### config.mk
export PLATFORM = sky130hd
export DESIGN_NAME = mul_sequencer
export DESIGN_NICKNAME = d
export VERILOG_FILES = /design/src/rtl/mul_sequencer.sv
export SDC_FILE = /design/constraint.sdc
export NUM_CORES = 1
export LEC_CHECK = 0
export CORE_AREA = 2 2 120 122
export DETAILED_ROUTE_END_ITERATION = 10
export DIE_AREA = 0 0 122 124
export GPL_TIMING_DRIVEN = 0
export PLACE_DENSITY_LB_ADDON = 0.25
export SYNTH_ARGS = -nofsm -noshare
export SYNTH_HDL_FRONTEND = slang
export SYNTH_SLANG_ARGS = --single-unit
### constraint.sdc
create_clock -name clk -period 6.55 [get_ports clk]
set_input_delay 0.9825 -clock clk [delete_from_list [all_inputs] [get_ports clk]]
set_output_delay 0.9825 -clock clk [all_outputs]
set_load 0.1 [all_outputs]
### src/rtl/mul_sequencer.sv
// -----------------------------------------------------------------------------
// mul_sequencer
//
// Purpose:
//   Multi-cycle unsigned shift-add multiplier controller. A `mul` issued by
//   decode is accepted in IDLE, sequenced one multiplier bit per cycle in RUN,
//   and the low word of the product is retired through the register-file write
//   port in WB. The main pipeline has priority on that write port, so WB holds
//   for as long as pipe_wr_req is asserted.
//
// Parameters:
//   WIDTH        operand width (default 32)
//   REG_ADDR_W   register-file address width (default 5)
//
// Ports:
//   clk          in   single clock, all state updates on the rising edge
//   rst_n        in   synchronous active-low reset
//   start        in   issue strobe, sampled only in IDLE
//   op_a         in   multiplicand, sampled with start
//   op_b         in   multiplier, sampled with start
//   rd           in   destination register, sampled with start
//   pipe_wr_req  in   main pipeline owns the write port this cycle
//   busy         out  stall to fetch/decode (RUN or WB)
//   done         out  one-cycle pulse in the cycle the result is written
//   wb_en        out  register-file write enable
//   wb_addr      out  latched rd
//   wb_data      out  low WIDTH bits of the product
//   product_hi   out  high WIDTH bits of the last completed product
//
// Build option:
//   MUL_EARLY_TERM_EN  when defined, RUN finishes as soon as the remaining
//                      multiplier bits are all zero; the pending shifts are
//                      applied in one step by a barrel shifter. When not
//                      defined RUN always lasts WIDTH cycles and no shifter
//                      exists.
// -----------------------------------------------------------------------------
module mul_sequencer #(
    parameter int WIDTH      = 32,
    parameter int REG_ADDR_W = 5
) (
    input  logic                  clk,
    input  logic                  rst_n,
    input  logic                  start,
    input  logic [WIDTH-1:0]      op_a,
    input  logic [WIDTH-1:0]      op_b,
    input  logic [REG_ADDR_W-1:0] rd,
    input  logic                  pipe_wr_req,
    output logic                  busy,
    output logic                  done,
    output logic                  wb_en,
    output logic [REG_ADDR_W-1:0] wb_addr,
    output logic [WIDTH-1:0]      wb_data,
    output logic [WIDTH-1:0]      product_hi
);

    // count must be able to hold WIDTH itself (used as a shift distance base)
    localparam int CNT_W = $clog2(WIDTH + 1);
    localparam logic [CNT_W-1:0] LAST_CNT  = CNT_W'(WIDTH - 1);
    localparam logic [CNT_W-1:0] WIDTH_CNT = CNT_W'(WIDTH);

    localparam logic [1:0] ST_IDLE = 2'd0;
    localparam logic [1:0] ST_RUN  = 2'd1;
    localparam logic [1:0] ST_WB   = 2'd2;

    logic [1:0]            state_q, state_d;
    logic [CNT_W-1:0]      count_q, count_d;
    logic [WIDTH-1:0]      mcand_q, mcand_d;
    // {hi, lo}: lo initially holds the multiplier and is consumed from bit 0
    // while finished product bits shift in from the top.
    logic [2*WIDTH-1:0]    prod_q, prod_d;
    logic [REG_ADDR_W-1:0] rd_q, rd_d;
    logic [WIDTH-1:0]      hi_q, hi_d;

    logic [WIDTH:0]        sum;
    logic [2*WIDTH-1:0]    step_prod;

`ifdef MUL_EARLY_TERM_EN
    logic [WIDTH-1:0]      b_rem_q, b_rem_d;
    logic [CNT_W-1:0]      shamt;
`endif

    // One shift-add step: add the multiplicand to the high half when the
    // current multiplier bit is set, keep the carry, then shift right.
    always_comb begin
        sum       = {1'b0, prod_q[2*WIDTH-1:WIDTH]}
                  + {1'b0, (prod_q[0] ? mcand_q : {WIDTH{1'b0}})};
        step_prod = {sum, prod_q[WIDTH-1:1]};
    end

`ifdef MUL_EARLY_TERM_EN
    // Remaining steps would only shift zeros through, so do them at once.
    assign shamt = WIDTH_CNT - count_q;
`endif

    always_comb begin
        state_d = state_q;
        count_d = count_q;
        mcand_d = mcand_q;
        prod_d  = prod_q;
        rd_d    = rd_q;
        hi_d    = hi_q;
`ifdef MUL_EARLY_TERM_EN
        b_rem_d = b_rem_q;
`endif
        case (state_q)
            ST_IDLE: begin
                if (start) begin
                    mcand_d = op_a;
                    prod_d  = {{WIDTH{1'b0}}, op_b};
                    rd_d    = rd;
                    count_d = '0;
`ifdef MUL_EARLY_TERM_EN
                    b_rem_d = op_b;
`endif
                    state_d = ST_RUN;
                end
            end
            ST_RUN: begin
`ifdef MUL_EARLY_TERM_EN
                if (b_rem_q == '0) begin
                    prod_d  = prod_q >> shamt;
                    state_d = ST_WB;
                end else
`endif
                begin
                    prod_d  = step_prod;
                    count_d = count_q + CNT_W'(1);
`ifdef MUL_EARLY_TERM_EN
                    b_rem_d = b_rem_q >> 1;
`endif
                    if (count_q == LAST_CNT) begin
                        state_d = ST_WB;
                    end
                end
            end
            ST_WB: begin
                // The pipeline keeps the write port while it asks for it;
                // prod_q and rd_q are untouched so the write data stays stable.
                if (!pipe_wr_req) begin
                    hi_d    = prod_q[2*WIDTH-1:WIDTH];
                    state_d = ST_IDLE;
                end
            end
            default: begin
                state_d = ST_IDLE;
            end
        endcase
    end

    always_ff @(posedge clk) begin
        if (!rst_n) begin
            state_q <= ST_IDLE;
            count_q <= '0;
            mcand_q <= '0;
            prod_q  <= '0;
            rd_q    <= '0;
            hi_q    <= '0;
`ifdef MUL_EARLY_TERM_EN
            b_rem_q <= '0;
`endif
        end else begin
            state_q <= state_d;
            count_q <= count_d;
            mcand_q <= mcand_d;
            prod_q  <= prod_d;
            rd_q    <= rd_d;
            hi_q    <= hi_d;
`ifdef MUL_EARLY_TERM_EN
            b_rem_q <= b_rem_d;
`endif
        end
    end

    // busy depends on registered state only; wb_en is gated by pipe_wr_req so
    // the two writers can never drive the port in the same cycle.
    assign busy       = (state_q != ST_IDLE);
    assign wb_en      = (state_q == ST_WB) && !pipe_wr_req;
    assign done       = wb_en;
    assign wb_addr    = rd_q;
    assign wb_data    = prod_q[WIDTH-1:0];
    assign product_hi = hi_q;

endmodule

After elaboration in Yosys (flattened, before gate mapping)
Cells that the tools add are included.
{ "totals": {"elab_cells": 33, "out_inout_bits": 72, "memories": 0, "in_bits": 73, "ff_bits": 141, "ramBits": 0, "latchBits": 0, "romBits": 0} }
{ "classes": {"n_div": 0, "n_bitwise": 1, "addsub": 2, "eq_ne": 6, "magnitude_cmp": 0, "n_mul": 0, "shifts": 0, "reduce_logical": 9, "muxes": 9} }
{ "op_table": {"columns": ["operator", "n"], "rows": [
  ["$pmux W64 S2", 1],
  ["$mux W64", 1],
  ["$add A32 B32 Y33", 1],
  ["$mux W32", 1],
  ["$pmux W6 S2", 1],
  ["$add A6 B1 Y6 const B", 1],
  ["$eq A6 B5 Y1 const B", 1],
  ["$mux W2", 3],
  ["$mux W6", 1],
  ["$ne A2 B2 Y1 const B", 3],
  ["$pmux W2 S3", 1],
  ["$reduce_and A2 Y1", 3],
  ["$reduce_bool A2 Y1", 2],
  ["$reduce_and A3 Y1", 1],
  ["$eq A2 B1 Y1 const B", 1],
  ["$eq A2 B2 Y1 const B", 1],
  ["$logic_not A2 Y1", 1],
  ["$logic_and A1 B1 Y1", 1],
  ["$logic_not A1 Y1", 1],
  ["$not A1 Y1", 1]
]} }

Depth between registers and ports, before layout
Gate-level depths: netlist of run 1.
{ "depth": {"ltp_word": 3, "depth_mapped": 12, "depth_no_buf": 11} }

Worst setup path after synthesis of run 1
Ideal clock, no wire load.
{ "synth_timing": {"kind": "input port to output port", "from": "in pipe_wr_req", "to": "out wb_en", "stages": 5, "t_required_ps": 5568, "arrival_time_ps": 2817, "path_buffers": 2, "slack_ps": 2751, "path_cell_list": "nor2_1 nand2_1 inv_1 buf_1 buf_4"} }
{ "synth_via": {"elab_chain_cells": 2} }
{ "synth_lines": {"columns": ["item", "line", "text"], "rows": [
  ["start, declared", "47", "input logic pipe_wr_req,"],
  ["$logic_not A1 Y1", "177", "assign wb_en = (state_q == ST_WB) && !pipe_wr_req;"],
  ["$logic_and A1 B1 Y1", "177", null],
  ["end, declared", "50", "output logic wb_en,"]
]} }
No other way between the ends.

Worst setup path in the final report of run 1
Ends and elaborated chain as after synthesis.

==> results of run 1 <==
==> logic make-up after synthesis <==
family / after synthesis / synth area share
simple gates: 406 / 0.2404
flops: 141 / 0.3782
buf+inv: 101 / 0.06739
xor+xnor: 17 / 0.01995
compound gates: 245 / 0.2292
mux: 5 / 0.006874
fa+ha+maj: 34 / 0.05801
==> routing by layer <==
layer,share of wire,vias up,GRT usage,wire length [um]
met4,0.026,0,0.1013,538
met2,0.46,246,0.4564,9516
met5,0,-,0,0
met3,0.074,37,0.08883,1518
li1,-,3583,-,-
met1,0.44,3319,0.3390,8946
==> state kept, by name, summed over array words and instances, names as in the netlist <==
name        cells
mcand_q        32
state_q         2
product_hi     32
prod_q         64
wb_addr         5
count_q         6
==> per-stage QoR <==
step                      setup slack [ps]    util
after detailed placement              1863  0.6648
after global routing                  1767  0.7055
final                                 1818  0.7055
after floorplan                       2751       -
after CTS                             1857  0.7055
after global placement                1839  0.6648
==> layout by cell type (no fill, tap or decap), types with 32 or more instances in the layout <==
cell / count
o21ai_0: 38
o221ai_1: 32
ha_1: 33
clkdlybuf4s50_1: 143
a21oi_1: 37
a21boi_0: 73
nand2_1: 196
clkbuf_1: 51
nor2_1: 88
and2_1: 49
buf_4: 33
dfxtp_1: 141
==> final cells by class <==
cell class,instances,share of cell area
multi-input cells,707,0.4275
flip-flops and latches,141,0.2916
repair buffers,143,0.1479
clock buffers,20,0.04822
plain buffers,90,0.04770
well taps,180,0.02327
clock inverters,11,0.009566
inverters,11,0.004266
==> tightest hold or removal path, stage by stage, from the launching register on <==
cell and delay (ps):
dfxtp_1 300, nand2_1 40, a21boi_0 60
==> power groups by stage <==
stage	Sequential, mW	Clock, mW	Combinational (mW)
2_1_floorplan	0.949	0	0.311
3_3_place_gp	0.943	0	0.452
3_5_place_dp	0.944	0	0.456
4_1_cts	0.927	0.925	0.459
5_1_grt	0.932	0.969	0.488
6_report	0.928	0.919	0.459
==> worst max-delay path by stage <==
| stage | end | slack, ps | cells past startpoint |
|---|---|---|---|
| floorplan | wb_en | 2750 | 5 |
| global placement | wb_en | 1840 | 7 |
| detailed placement | wb_en | 1860 | 7 |
| CTS | wb_en | 1860 | 7 |
| global route | wb_en | 1770 | 7 |
| finish | wb_en | 1820 | 7 |
==> metrics.md, run 1 <==
| Metric | Value |
|---|---|
| FILL cells | between 1,000 and 1,500 |
| Power per cell area | around 240 mW/mm2 |
| Achievable Freq | roughly 210 MHz |
| # rows | 43 |
| Placed Cells incl. Taps | roughly 1,300 |
| CP endpoint kind | primary output |
| IO buf count | ~140 |
| Maximum vdd drop | 191.3 uV |
| Slew Limit Fails | 0 |
| Internal power | about 1.6 mW |
| Tot GR Track Use | 0.2766 |
| Max-cap violations | 0 |
| Post-route cell area | 0.009679 mm2 |
| Syn Area/Cell | around 7.9 um2 |
| Slew @ Worst Pin | approximately 1000 ps |
| Reg2reg start | prod_q[0] |
| Initial antenna violation count | 0 |
| Critical path buffers and inverters | 5 |
| Vias | about 7,000 |
| Number of global-route vias before repair | 6,669 |
| CTS Hold Bufs | 0 |
| Slowest-stage cell, CP | clkdlybuf4s50_1 |
| H-tree Lvls | 4 |
| Seq pwr share | 0.402 |
| Placer congestion estimate | a little over 0.9 |
| Fraction of layout cells with a size suffix above 1 | 0.06055 |
| Drt drc | 0 |
| Synth top cells by count | nand2_1 (196), dfxtp_1 (141), nor2_1 (88) |
| Mapped cell area | ~0.0075 mm2 |
| CP cell instances | clkdlybuf4s50_1, nor2_1, nand2_1, inv_1, buf_1, buf_4, clkdlybuf4s50_1 |
| Outcome | complete, no violations |
| WL per Instance | between 15 and 20 um |
| CORE AREA | 0.01372 mm2 |
| Final hold vios | 0 |
| Synthesis warning total | 0 |
| Worst-skew pair later-pin latency | between 400 and 500 ps |
| Via density | ~5.5 |
| WP data required | around 5600 ps |
| Sequential fraction of the synthesis area | 0.3782 |
| Synth top area cells | dfxtp_1 (38%), nand2_1 (9.9%), a21boi_0 (7.3%) |
| Ys async rst share | 0 |
| Initial Utilization | 0.5440 |
| Final hold slack | 458.6 ps |
| Storage cell area | between 0.002 and 0.003 mm2 |
| Ys flop type | dfxtp_1 |
| EDFF count, synth | 0 |
| Final WL | a little over 20,000 um |
| Largest net degree at the start of global routing | 17 |
| Area grow syn2layout | 29.69% |
| RSZ-0062 raised after global routing | no |
| Relative max-transition margin | 0.3103 |
| Post-CTS resize count | 0 |
| Post-Route Skew | 5.494 ps |
| Hold crit path type | flip-flop to flip-flop |
| Top delay family on crit path | buffers and inverters |
| Io pins | between 100 and 150 |
| Die ar. | ~0.015 mm2 |
| Final period util | 0.7225 |
| Crit start category | input port |
| Maximum fanout along the worst path | 11 |
| Post-layout min period | 4732 ps |
| Worst-case clock buffer depth | 2 |
| Antenna Nets Post-Route | 0 |
| TritonCTS Sinks | 141 |
| Crit path from | pipe_wr_req |
| Yosys top cell area share | 0.3782 |
| Hold depth | 2 |
| Nets | about 1,200 |
| Initial DRT Pass Iterations | 5 |
| Syn Inst Count | ~950 |
| Setup Buffers After CTS | 0 |
| GRT overflow | 0 |
| Syn_nets | about 1,100 |
| Worst r2r dst | prod_q[57] |
| Logic pwr share | 0.199 |
| Clk slew on worst S/H paths | 60 ps |
| Kind of critical path | input port to primary output |
| Post-DP Area | ~0.0091 mm2 |
| Fin Setup TNS | 0 ps |
| CTS Buf Count | 17 |
| Most used cell along the critical path | clkdlybuf4s50_1 |
| Final Total Pwr | about 2.3 mW |
| Worst r2r path cells | 12 |
| Area occupied by multi-input gates | ~0.0041 mm2 |
| CTS tree | yes |
| CP peak stage delay | around 1100 ps |
| Die W | around 120 um |
| Net Sw Frac | 0.3071 |
| Setup violations, final | 0 |
| Reg2reg setup slack | 2870 ps |
| # diodes | 0 |
| Switch Pwr | around 0.71 mW |
| Layout Cells excl Fill | 1,303 |
| Clock power frac | 0.399 |
| CP Data Arrival Time | about 3800 ps |
| Post-detail-place hpwl | approximately 15,000 um |
| Die Span Y | roughly 120 um |
| Global-route wire length before repair | 32,470 um |
| Static Leak | ~3.9 nW |
| Flops & latches, synth | around 140 |
| Synth cell types | 53 |
| Worst Hold Endpoint | mcand_q[30] |
| Hold wc startpoint | mcand_q[30] |
| Initial DRC count | between 500 and 600 |
| Yosys top cell by area | dfxtp_1 |
| Most frequent cell after synthesis | nand2_1 |
| Clock root cell | clkbuf_16 |
Power figures use the tool's default switching activity.
==> inputs of run 2 (changes only) <==
--- a/config.mk
+++ b/config.mk
@@ -5,9 +5,9 @@
 export SDC_FILE = /design/constraint.sdc
 export NUM_CORES = 1
 export LEC_CHECK = 0
-export CORE_AREA = 2 2 120 122
+export CORE_AREA = 2 2 130 132
 export DETAILED_ROUTE_END_ITERATION = 10
-export DIE_AREA = 0 0 122 124
+export DIE_AREA = 0 0 132 134
 export GPL_TIMING_DRIVEN = 0
 export PLACE_DENSITY_LB_ADDON = 0.25
 export SYNTH_ARGS = -nofsm -noshare
==> constraint.sdc (replaced) <==
create_clock -name clk -period 4.1 [get_ports clk]
set_input_delay 0.615 -clock clk [delete_from_list [all_inputs] [get_ports clk]]
set_output_delay 0.615 -clock clk [all_outputs]
set_load 0.1 [all_outputs]
==> metrics.md, run 2 (synthesis results as in run 1) <==
| Metric | Value |
|---|---|
| Outcome | complete, no violations |
| Initial DRC count | 682 (+35%) |
| CP Data Arrival Time | 3400 ps (-350 ps) |
| Global-route wire length before repair | 33,530 um (+3.3%) |
| FILL cells | 1,493 (+31%) |
| Clk slew on worst S/H paths | 60 ps (about the same) |
| CORE AREA | 0.01629 mm2 (+19%) |
| Final period util | 0.9787 |
| Static Leak | 3.887 nW (+0.54%) |
| Largest Register | prod_q |
| Area grow syn2layout | 31.25% |
| Setup violations, final | 0 (unchanged) |
| Reg2reg setup slack | 400 ps (-2470 ps) |
| Hold depth | 2 (unchanged) |
| Worst Hold Endpoint | mcand_q[28] |
| Clock root cell | clkbuf_16 |
| Post-Route Skew | 7.378 ps (+1.884 ps) |
| Hold wc startpoint | mcand_q[28] |
| Worst r2r dst | prod_q[57] |
| Largest net degree at the start of global routing | 17 (unchanged) |
| Placer congestion estimate | 0.9047 (-2.6%) |
| Post-detail-place hpwl | 15,160 um (+2.2%) |
| Tot GR Track Use | 0.2368 (-0.03987) |
| Fraction of layout cells with a size suffix above 1 | 0.05783 (-0.002723) |
| Post-layout min period | about 4000 ps |
| GR met1 Demand/Resource | 0.3017 (-0.03728) |
| Post-DP Area | 0.009170 mm2 (+0.55%) |
| Kind of critical path | input port to primary output |
| Die Span Y | 134 um (+8.1%) |
| Grt peak-use layer | met2 |
| # rows | 47 (+9.3%) |
| Hold crit path type | flip-flop to flip-flop |
| Initial Utilization | 0.4582 (-0.08583) |
| Crit start category | input port |
| Number of global-route vias before repair | 6,835 (+2.5%) |
| Fin Setup TNS | 0 ps (unchanged) |
| Io pins | 145 (unchanged) |
| Max reg flops | 64 (unchanged) |
| Reg2reg start | prod_q[0] |
| Antenna Nets Post-Route | 0 (unchanged) |
| WP data required | 3480 ps (-2090 ps) |
| Met2 GRT Util | 0.3889 (-0.06747) |
| GRT overflow | 0 (unchanged) |
| Worst-case clock buffer depth | 2 (unchanged) |
| Slew Limit Fails | 0 (unchanged) |
| Maximum vdd drop | 327.3 uV (+71%) |
| Power per cell area | 395.2 mW/mm2 (+66%) |
| Initial antenna violation count | 0 (unchanged) |
| Most frequent cells in the layout | nand2_1 (196), clkdlybuf4s50_1 (143), dfxtp_1 (141) |
| WL per Instance | 15.65 um (-0.65%) |
| Met3 GRT Util | 0.05518 (-0.03365) |
| Most common cell after layout, fill and taps aside | nand2_1 |
| Area occupied by multi-input gates | 0.004138 mm2 (unchanged) |
| Achievable Freq | about 250 MHz |
| CTS tree | yes |
| Setup Buffers After CTS | 0 (unchanged) |
| Die W | 132 um (+8.2%) |
| Placed Cells incl. Taps | 1,312 (+3.1%) |
| Die ar. | 0.01769 mm2 (+17%) |
| CTS Hold Bufs | 0 (unchanged) |
| Relative max-transition margin | 0.3109 (+0.0006060) |
| Nets | 1,218 (unchanged) |
| Maximum fanout along the worst path | 11 (unchanged) |
| Storage cell area | 0.002823 mm2 (unchanged) |
| Worst r2r path cells | 12 (unchanged) |
| Layout Cells excl Fill | 1,344 (+3.1%) |
| Final WL | 21,030 um (+2.5%) |
| Post-CTS resize count | 0 (unchanged) |
| H-tree Lvls | 4 (unchanged) |
| RSZ-0062 raised after global routing | no |
| Max-cap violations | 0 (unchanged) |
| Worst-skew pair later-pin latency | 430 ps (about the same) |
| Final hold slack | 458.8 ps (+0.1600 ps) |
| TritonCTS Sinks | 141 (unchanged) |
| Post-route cell area | 0.009796 mm2 (+1.2%) |
| Drt drc | 0 (unchanged) |
| Slew @ Worst Pin | 1030 ps (-0.9058 ps) |
| Vias | 7,154 (-0.43%) |
| CP endpoint kind | primary output |
| IO buf count | 143 (unchanged) |
| # diodes | 0 (unchanged) |
| Final hold vios | 0 (unchanged) |
| Via density | 5.323 (-3.5%) |
| CTS Buf Count | 17 (unchanged) |
| Initial DRT Pass Iterations | 5 (unchanged) |
run 2: worst max path at each step:
stage / from / to / slack, ps / cells after the start
floorplan: pipe_wr_req / wb_en / 1040 / 5
detailed placement: pipe_wr_req / wb_en / 130 / 7
global route: pipe_wr_req / wb_en / 30 / 7
CTS: pipe_wr_req / wb_en / 120 / 7
finish: pipe_wr_req / wb_en / 90 / 7
global placement: pipe_wr_req / wb_en / 130 / 7
run 2: routing by layer:
metal | vias to the layer above | wire [um]
met1 | 3284 | 9607
met3 | 38 | 1344
met5 | - | 0
li1 | 3579 | -
met2 | 253 | 9631
met4 | 0 | 442
run 2: cell type report:
class	instances	area share
Clock buffer	23	0.04777
Inverter	11	0.004215
Clock inverter	9	0.01609
Buffer	90	0.04713
Tap cell	220	0.02810
Timing Repair Buffer	143	0.1461
Sequential cell	141	0.2882
Multi-Input combinational cell	707	0.4224
run 2: critical path, cell delays in order:
cell,delay [ps]
clkdlybuf4s50_1,490
nor2_1,120
nand2_1,150
inv_1,210
buf_1,490
buf_4,200
clkdlybuf4s50_1,1120
run 2: where the power goes:
group,switching [mW],internal (mW)
Sequential,0.0466,1.43
Combinational,0.488,0.245
Clock,0.604,1.05
run 2: metrics by stage:
stage,setup WS (ps),total power [mW],utilization
after detailed placement,129.4,2.237,0.5629
after global placement,133.4,2.232,0.5629
after floorplan,1036,2.013,-
after CTS,119.0,3.891,0.6014
final,87.23,3.871,0.6014
after global routing,33.67,4.002,0.6014
==> inputs of run 3 (changes only) <==
--- a/config.mk
+++ b/config.mk
@@ -5,6 +5,7 @@
 export SDC_FILE = /design/constraint.sdc
 export NUM_CORES = 1
 export LEC_CHECK = 0
+export ABC_CLOCK_PERIOD_IN_PS = 4100
 export CORE_AREA = 2 2 130 132
 export DETAILED_ROUTE_END_ITERATION = 10
 export DIE_AREA = 0 0 132 134
==> results of run 3 <==
No change in the layout: final DEF, timing and power equal those of run 2.
